`config.mk`:
```
export PLATFORM = sky130hd
export DESIGN_NAME = div_32bit
export DESIGN_NICKNAME = d
export VERILOG_FILES = /design/src/rtl/div_32bit.sv
export SDC_FILE = /design/constraint.sdc
export NUM_CORES = 1
export LEC_CHECK = 0
export CELL_PAD_IN_SITES_DETAIL_PLACEMENT = 1
export CELL_PAD_IN_SITES_GLOBAL_PLACEMENT = 1
export CORE_MARGIN = 8
export CORE_UTILIZATION = 41
export CTS_BUF_LIST = sky130_fd_sc_hd__clkbuf_16
export CTS_CLUSTER_DIAMETER = 120
export DETAILED_ROUTE_END_ITERATION = 10
export PLACE_DENSITY = 0.92
export SYNTH_ARGS = -nofsm -noshare
export SYNTH_HDL_FRONTEND = slang
export SYNTH_SLANG_ARGS = --single-unit
```
`constraint.sdc`:
```
create_clock -name clk -period 30.9 [get_ports clk]
set_input_delay 3.09 -clock clk [delete_from_list [all_inputs] [get_ports clk]]
set_output_delay 3.09 -clock clk [all_outputs]
set_load 0.01 [all_outputs]
```
`src/rtl/div_32bit.sv`:
```
// 32-bit unsigned restoring divider: one quotient bit per clock, MSB first.
// Divide-by-zero skips the iteration and reports all-ones with the dividend as remainder.

module div_32bit (
   input  logic        clk,
   input  logic        rst,
   input  logic        start,
   input  logic [31:0] dividend,
   input  logic [31:0] divisor,
   output logic        busy,
   output logic        done,
   output logic [31:0] quotient,
   output logic [31:0] remainder,
   output logic        div_by_zero
);

   typedef enum logic [1:0] {
      StIdle,
      StRun,
      StDone
   } state_e;

   state_e      state_q, state_d;
   logic [5:0]  cnt_q, cnt_d;
   logic [31:0] dvsr_q, dvsr_d;
   logic [31:0] work_q, work_d;
   logic [31:0] rem_q, rem_d;
   logic [31:0] quo_q, quo_d;
   logic [31:0] remo_q, remo_d;
   logic        dbz_q, dbz_d;

   logic [32:0] add_a;
   logic [32:0] add_b;
   logic [31:0] add_s;
   logic [33:0] carry;
   logic        qbit;
   logic [31:0] rem_next;
   logic [31:0] work_next;

   // Trial subtraction partial - divisor as a ripple-carry add of the one's complement plus one.
   always_comb begin
      add_a    = {rem_q, work_q[31]};
      add_b    = ~{1'b0, dvsr_q};
      carry    = '0;
      carry[0] = 1'b1;
      add_s    = '0;
      for (int i = 0; i < 32; i++) begin
         add_s[i]     = add_a[i] ^ add_b[i] ^ carry[i];
         carry[i + 1] = (add_a[i] & add_b[i]) | (carry[i] & (add_a[i] ^ add_b[i]));
      end
      carry[33] = (add_a[32] & add_b[32]) | (carry[32] & (add_a[32] ^ add_b[32]));
   end

   // Carry-out set means the difference is non-negative; partial < 2*divisor keeps it in 32 bits.
   always_comb begin
      qbit      = carry[33];
      rem_next  = qbit ? add_s : add_a[31:0];
      work_next = {work_q[30:0], qbit};
   end

   always_comb begin
      state_d = state_q;
      cnt_d   = cnt_q;
      dvsr_d  = dvsr_q;
      work_d  = work_q;
      rem_d   = rem_q;
      quo_d   = quo_q;
      remo_d  = remo_q;
      dbz_d   = dbz_q;

      unique case (state_q)
         StIdle, StDone: begin
            state_d = StIdle;
            if (start) begin
               if (divisor == 32'd0) begin
                  state_d = StDone;
                  quo_d   = 32'hFFFF_FFFF;
                  remo_d  = dividend;
                  dbz_d   = 1'b1;
               end else begin
                  state_d = StRun;
                  dvsr_d  = divisor;
                  work_d  = dividend;
                  rem_d   = 32'd0;
                  cnt_d   = 6'd0;
               end
            end
         end
         StRun: begin
            rem_d  = rem_next;
            work_d = work_next;
            cnt_d  = cnt_q + 6'd1;
            if (cnt_q == 6'd31) begin
               state_d = StDone;
               quo_d   = work_next;
               remo_d  = rem_next;
               dbz_d   = 1'b0;
            end
         end
         default: begin
            state_d = StIdle;
         end
      endcase
   end

   always_ff @(posedge clk) begin
      if (rst) begin
         state_q <= StIdle;
         cnt_q   <= 6'd0;
         dvsr_q  <= 32'd0;
         work_q  <= 32'd0;
         rem_q   <= 32'd0;
         quo_q   <= 32'd0;
         remo_q  <= 32'd0;
         dbz_q   <= 1'b0;
      end else begin
         state_q <= state_d;
         cnt_q   <= cnt_d;
         dvsr_q  <= dvsr_d;
         work_q  <= work_d;
         rem_q   <= rem_d;
         quo_q   <= quo_d;
         remo_q  <= remo_d;
         dbz_q   <= dbz_d;
      end
   end

   always_comb begin
      busy        = (state_q == StRun);
      done        = (state_q == StDone);
      quotient    = quo_q;
      remainder   = remo_q;
      div_by_zero = dbz_q;
   end

endmodule

```
==> flow_metrics.env, run 1 <==
export IMPL_gp_congestion=0.785
export IMPL_start_util_pct=41.8
export IMPL_r2r_slack_ns=16.80
export IMPL_htree_num_levels=4
export IMPL_switching_share_pct=28.3
export IMPL_tightest_slew_ns=1.17
export IMPL_synth_edff_count=0
export IMPL_rsz0062_at_grt="no"
export IMPL_clk_latency_ns=0.43
export IMPL_dieArea_um2=23800
export IMPL_crit_required_ns=31.23
export IMPL_switchingPower_uw=166
export IMPL_p_comb_share_pct=19.1
export IMPL_powerDensity_nw_per_um2=59.9
export IMPL_outcome="complete, no violations"
export IMPL_critPathKind="reg2reg"
export IMPL_async_flop_share_pct=0
export IMPL_track_usage_pct=21.0
export IMPL_ir_worst_vdd_v=0.0000368
export IMPL_critPathTopFamily="adder cells"
export IMPL_final_area_um2=9800
export IMPL_diodes=0
export IMPL_drt_total_wl_um=25000
export IMPL_ys_ff_latch=169
export IMPL_row_count=50
export IMPL_fin_crit_sh_pct=45.6
export IMPL_critPathBufInv=4
export IMPL_synth_fp_nets=1032
export IMPL_period_needed_ns=14.10
export IMPL_internal_power_uw=421
export IMPL_slowest_stage="fa_1"
export IMPL_yosysTopAreaCell="dfxtp_1"
export IMPL_grt_pass1_vias=7331
export IMPL_hold_violations=0
export IMPL_clk_path_buf_depth=2
export IMPL_netlist_area_leader_share_pct=43.3
export IMPL_dr_pass1_iters=5
export IMPL_synthTopCellsByArea="dfxtp_1 (43%), fa_1 (7.9%), nand2_1 (7.1%)"
export IMPL_crit_top_cell="fa_1"
export IMPL_final_nets=1117
export IMPL_fmax_ghz=0.0709
export IMPL_clkPwrFrac_pct=39.4
export IMPL_static_leakage_power_nw=3.53
export IMPL_grt_pass1_wl_um=40200
export IMPL_p_seq_share_pct=41.5
export IMPL_ant_nets=0
export IMPL_drtIter0Drc=444
export IMPL_min_path_type="reg2reg"
export IMPL_syn_inst=932
export IMPL_slew_headroom_pct=22.3
export IMPL_ios=134
export IMPL_instances_no_fill=1263
export IMPL_cts_tree="built"
export IMPL_fp_dieH_um=154
export IMPL_dp_cells=1232
export IMPL_vias=7019
export IMPL_arrival_ns=14.43
export IMPL_coreArea_um2=18700
export IMPL_setup_tns_ns=0
export IMPL_syn_area_per_cell_um2=8.39
export IMPL_drv_cap=0
export IMPL_cts_resized=0
export IMPL_final_core_util_pct=52.4
export IMPL_yosys_warnings=0
export IMPL_critPathCaptureType="register"
export IMPL_root_buffer="clkbuf_16"
export IMPL_place_port_buffers=133
export IMPL_ys_types=38
export IMPL_skew_ns=0.0108
export IMPL_areaGrowthSynthToFinish_pct=25.2
export IMPL_synth_most_common_cell="dfxtp_1"
export IMPL_syn_area_um2=7820
export IMPL_synth_seq_area_share_pct=43.3
export IMPL_antenna_found_initial=0
export IMPL_wl_per_cell_um=19.8
export IMPL_grt_ovfl_total=0
export IMPL_drive_gt1_share_pct=4.96
export IMPL_path_clk_slew_ns=0.06
export IMPL_critPathMaxFanout=34
export IMPL_slowest_delay_ns=0.44
export IMPL_critPathLaunchType="register"
export IMPL_cts_hold_buffers_added=0
export IMPL_drc_errors=0
export IMPL_cts_setup_buffers=0
export IMPL_grt_max_degree=106
export IMPL_cts_sinks=169
export IMPL_place_area_um2=9170
export IMPL_total_power_uw=586
export IMPL_maxSlewViolCount=0
export IMPL_dp_hpwl_um=16100
export IMPL_via_per_inst=5.56
export IMPL_cts_buffers_inserted=17
export IMPL_setup_viol=0
export IMPL_die_w_um=154
export IMPL_synth_commonest_cells="dfxtp_1 (169), nand2_1 (147), a21oi_1 (102)"
export IMPL_ys_flop_type="dfxtp_1"
through the flow:
stage | hold WS (ns) | setup slack [ns]
2_1_floorplan | 0.436 | 17.95
3_3_place_gp | 0.440 | 17.44
3_5_place_dp | 0.445 | 17.03
4_1_cts | 0.457 | 16.80
5_1_grt | 0.473 | 16.32
6_report | 0.452 | 16.80
power by group through the flow:
stage / sequential [mW] / combinational, mW / clock [mW]
detailed placement: 0.247 / 0.107 / 0
global placement: 0.246 / 0.100 / 0
global route: 0.245 / 0.125 / 0.243
finish: 0.243 / 0.112 / 0.231
floorplan: 0.244 / 0.0745 / 0
CTS: 0.243 / 0.112 / 0.235
state kept, by name, summed over array words and instances (netlist names):
| register | count |
|---|---|
| cnt_q | 6 |
| state_q | 2 |
| quotient | 32 |
| dvsr_q | 32 |
| remainder | 32 |
| div_by_zero | 1 |
| rem_q | 32 |
| work_q | 32 |
final cells by class:
class | instances | area [um2]
fillers | 2177 | 8910
clock inverters | 14 | 206
clock buffers | 17 | 425
flip-flops and latches | 169 | 3380
multi-input cells | 596 | 3750
well taps | 234 | 293
repair buffers | 141 | 1390
inverters | 92 | 345
logic make-up after synthesis:
group           after synthesis  synth area share, %
simple gates                290                 16.1
compound gates              273                 23.1
flops                       169                 43.3
buf+inv                     167                 9.33
fa+ha+maj                    33                 8.25
path summary, 6_finish.rpt:
path / startpoint / end / cells after the start
max: work_q[31] / rem_q[30] / 41
min reg2reg: quotient[6] / quotient[6] / 2
max reg2reg: work_q[31] / rem_q[30] / 41
min: quotient[6] / quotient[6] / 2
cell usage in the layout, fill, tap and decap left out, types with 6 or more instances in the layout:
cell,count
a211oi_1,72
a211oi_2,7
a21oi_1,101
a22o_1,6
a22oi_1,23
buf_4,8
clkbuf_16,17
clkdlybuf4s50_1,132
dfxtp_1,169
fa_1,31
inv_1,92
nand2_1,147
nand2b_1,26
nor2_1,73
nor2b_1,11
nor3_1,11
nor4_1,8
o21a_1,24
o21ai_0,6
o22ai_1,23
routing by layer:
metal | vias up | part of all wire, % | GRT usage, %
li1 | 3301 | - | -
met1 | 3463 | 43 | 26.2
met2 | 212 | 48 | 34.0
met3 | 43 | 6.9 | 6.08
met4 | 0 | 2.3 | 7.56
met5 | - | 0 | 0
worst register-to-register path, delay by kind of cell (launching register included):
family	cells	cell delay [ns]
simple gates	2	0.37
compound gates	3	0.55
buf+inv	4	0.59
fa+ha+maj	32	12.17
flops	1	0.33
(Power assumes the default switching activity.)
==> run 2: changes to the inputs <==
Settings changed: CORE_UTILIZATION 41 to 40, PLACE_DENSITY 0.92 to 0.91.
Clock period 30.9 ns to 14.51 ns, I/O delays scaled along.
==> run 2 against run 1 <==
Effect of this change: sequential share of layout area grew 0.053 points; routed wire length shrank 4.1%; clock-buffer cell count is the same; hold slack got worse by 0.00095 ns; combinational power is 110% higher; core utilization decreased by 1.8 points; via count decreased by 2.0%; clock power increased by 85%; critical endpoint is now rem_q[31].
==> flow_metrics.env, run 2 (same netlist as run 1, synthesis figures left out) <==
export IMPL_antenna_found_initial=1
export IMPL_arrival_ns=14.12
export IMPL_pre_cts_slack_ns=0.666
export IMPL_min_path_cells=2
export IMPL_setup_slack_ns=0.706
export IMPL_critPathKind="reg2reg"
export IMPL_die_w_um=156
export IMPL_switchingPower_uw=339
export IMPL_final_area_um2=9780
export IMPL_final_common_cell="dfxtp_1"
export IMPL_clkPwrFrac_pct=36.2
export IMPL_reg2reg_depth=41
export IMPL_p_comb_share_pct=19.9
export IMPL_final_cell_mix="dfxtp_1 (169), nand2_1 (147), clkdlybuf4s50_1 (132)"
export IMPL_coreArea_um2=19300
export IMPL_path_clk_slew_ns=0.06
export IMPL_drt_total_wl_um=24000
export IMPL_hold_violations=0
export IMPL_grt_pass1_vias=7072
export IMPL_critPathMaxFanout=10
export IMPL_crit_required_ns=14.82
export IMPL_period_needed_ns=13.80
export IMPL_clk_path_buf_depth=2
export IMPL_top_layer="met5"
export IMPL_final_nets=1122
export IMPL_track_usage_pct=19.9
export IMPL_htree_num_levels=4
export IMPL_drive_gt1_share_pct=4.94
export IMPL_switching_share_pct=28.7
export IMPL_drtIter0Drc=441
export IMPL_reg2reg_to="rem_q[31]"
export IMPL_total_power_mw=1.18
export IMPL_critPathLaunchType="register"
export IMPL_ios=134
export IMPL_dr_pass1_iters=4
export IMPL_p_seq_share_pct=43.8
export IMPL_drc_errors=0
export IMPL_rsz0062_at_grt="no"
export IMPL_dp_cells=1264
export IMPL_internal_power_uw=840
export IMPL_cts_sinks=169
export IMPL_crit_top_cell="fa_1"
export IMPL_grt_max_degree=118
export IMPL_fin_crit_sh_pct=95.1
export IMPL_cts_tree="built"
export IMPL_slew_headroom_pct=24.7
export IMPL_critPathTopFamily="adder cells"
export IMPL_gp_congestion=0.807
export IMPL_met3_length_um=1470
export IMPL_diodes=0
export IMPL_cts_hold_buffers_added=0
export IMPL_areaGrowthSynthToFinish_pct=25.0
export IMPL_r2r_slack_ns=0.71
export IMPL_dp_hpwl_um=16200
export IMPL_whs_ns=0.451
export IMPL_instances_no_fill=1298
export IMPL_ir_worst_vdd_v=0.0000743
export IMPL_row_count=51
export IMPL_wl_per_cell_um=18.5
export IMPL_root_buffer="clkbuf_16"
export IMPL_via_per_inst=5.30
export IMPL_whs_endpoint="quotient[7]"
export IMPL_cts_resized=0
export IMPL_reg2reg_from="work_q[31]"
export IMPL_cp_startpoint="work_q[31]"
export IMPL_fmax_ghz=0.0724
export IMPL_static_leakage_power_nw=3.52
export IMPL_setup_tns_ns=0
export IMPL_slowest_delay_ns=0.43
export IMPL_critPathBufInv=4
export IMPL_skew_ns=0.00929
export IMPL_ant_nets=0
export IMPL_vias=6876
export IMPL_setup_viol=0
export IMPL_min_path_type="reg2reg"
export IMPL_slowest_stage="fa_1"
export IMPL_grt_ovfl_total=0
export IMPL_powerDensity_nw_per_um2=121
export IMPL_wl_met1_um=10600
export IMPL_clk_latency_ns=0.44
export IMPL_drv_cap=0
export IMPL_place_area_um2=9210
export IMPL_critPathCaptureType="register"
export IMPL_dieArea_um2=24300
export IMPL_maxSlewViolCount=0
export IMPL_grt_pass1_wl_um=38500
export IMPL_final_core_util_pct=50.6
export IMPL_hold_start="quotient[7]"
export IMPL_cts_setup_buffers=0
export IMPL_start_util_pct=40.5
export IMPL_cts_buffers_inserted=17
export IMPL_wl_met2_um=11300
export IMPL_outcome="complete, no violations"
export IMPL_fp_dieH_um=156
export IMPL_place_port_buffers=133
export IMPL_tightest_slew_ns=1.13
-- run 2: cell count changes in the layout (fill, tap and decap cells not counted) --
cell	delta
buf_4	+5
bufinv_16	-3
clkinv_1	+3
clkinv_4	-1
clkinvlp_4	-1
inv_1	+1
-- run 2: metal layers --
layer	vias to the layer above	track usage [%]
li1	3310	-
met1	3323	24.8
met2	198	32.5
met3	43	5.24
met4	2	7.53
met5	-	0
-- run 2: worst max path at each step --
| stage | to | slack (ns) | cells past startpoint |
|---|---|---|---|
| 5_1_grt | rem_q[31] | 0.27 | 41 |
| 2_1_floorplan | rem_q[30] | 1.56 | 42 |
| 6_report | rem_q[31] | 0.71 | 41 |
| 3_3_place_gp | rem_q[4] | 0.97 | 39 |
| 4_1_cts | rem_q[30] | 0.45 | 40 |
| 3_5_place_dp | rem_q[30] | 0.67 | 40 |
-- run 2: worst register-to-register path: cells and delay by family, from the launching register on --
family | cells | cell delay (ns)
adders and majority gates | 32 | 12.10
buffers and inverters | 4 | 0.40
DFF | 1 | 0.32
and+or+nand+nor | 2 | 0.27
AOI/OAI and AO/OA | 3 | 0.60
-- run 2: cell type report --
type	count	area, um2
Multi-Input combinational cell	596	3750
Sequential cell	169	3380
Tap cell	265	332
Inverter	92	345
Clock buffer	17	425
Fill cell	2319	9550
Clock inverter	13	115
Timing Repair Buffer	146	1430
-- run 2: power by group through the flow --
stage               Sequential, mW  Combinational [mW]  Clock [mW]
floorplan                    0.519               0.159           0
finish                       0.517               0.235       0.427
CTS                          0.517               0.232       0.435
global placement             0.524               0.211           0
global route                 0.521               0.264       0.452
detailed placement           0.526               0.224           0
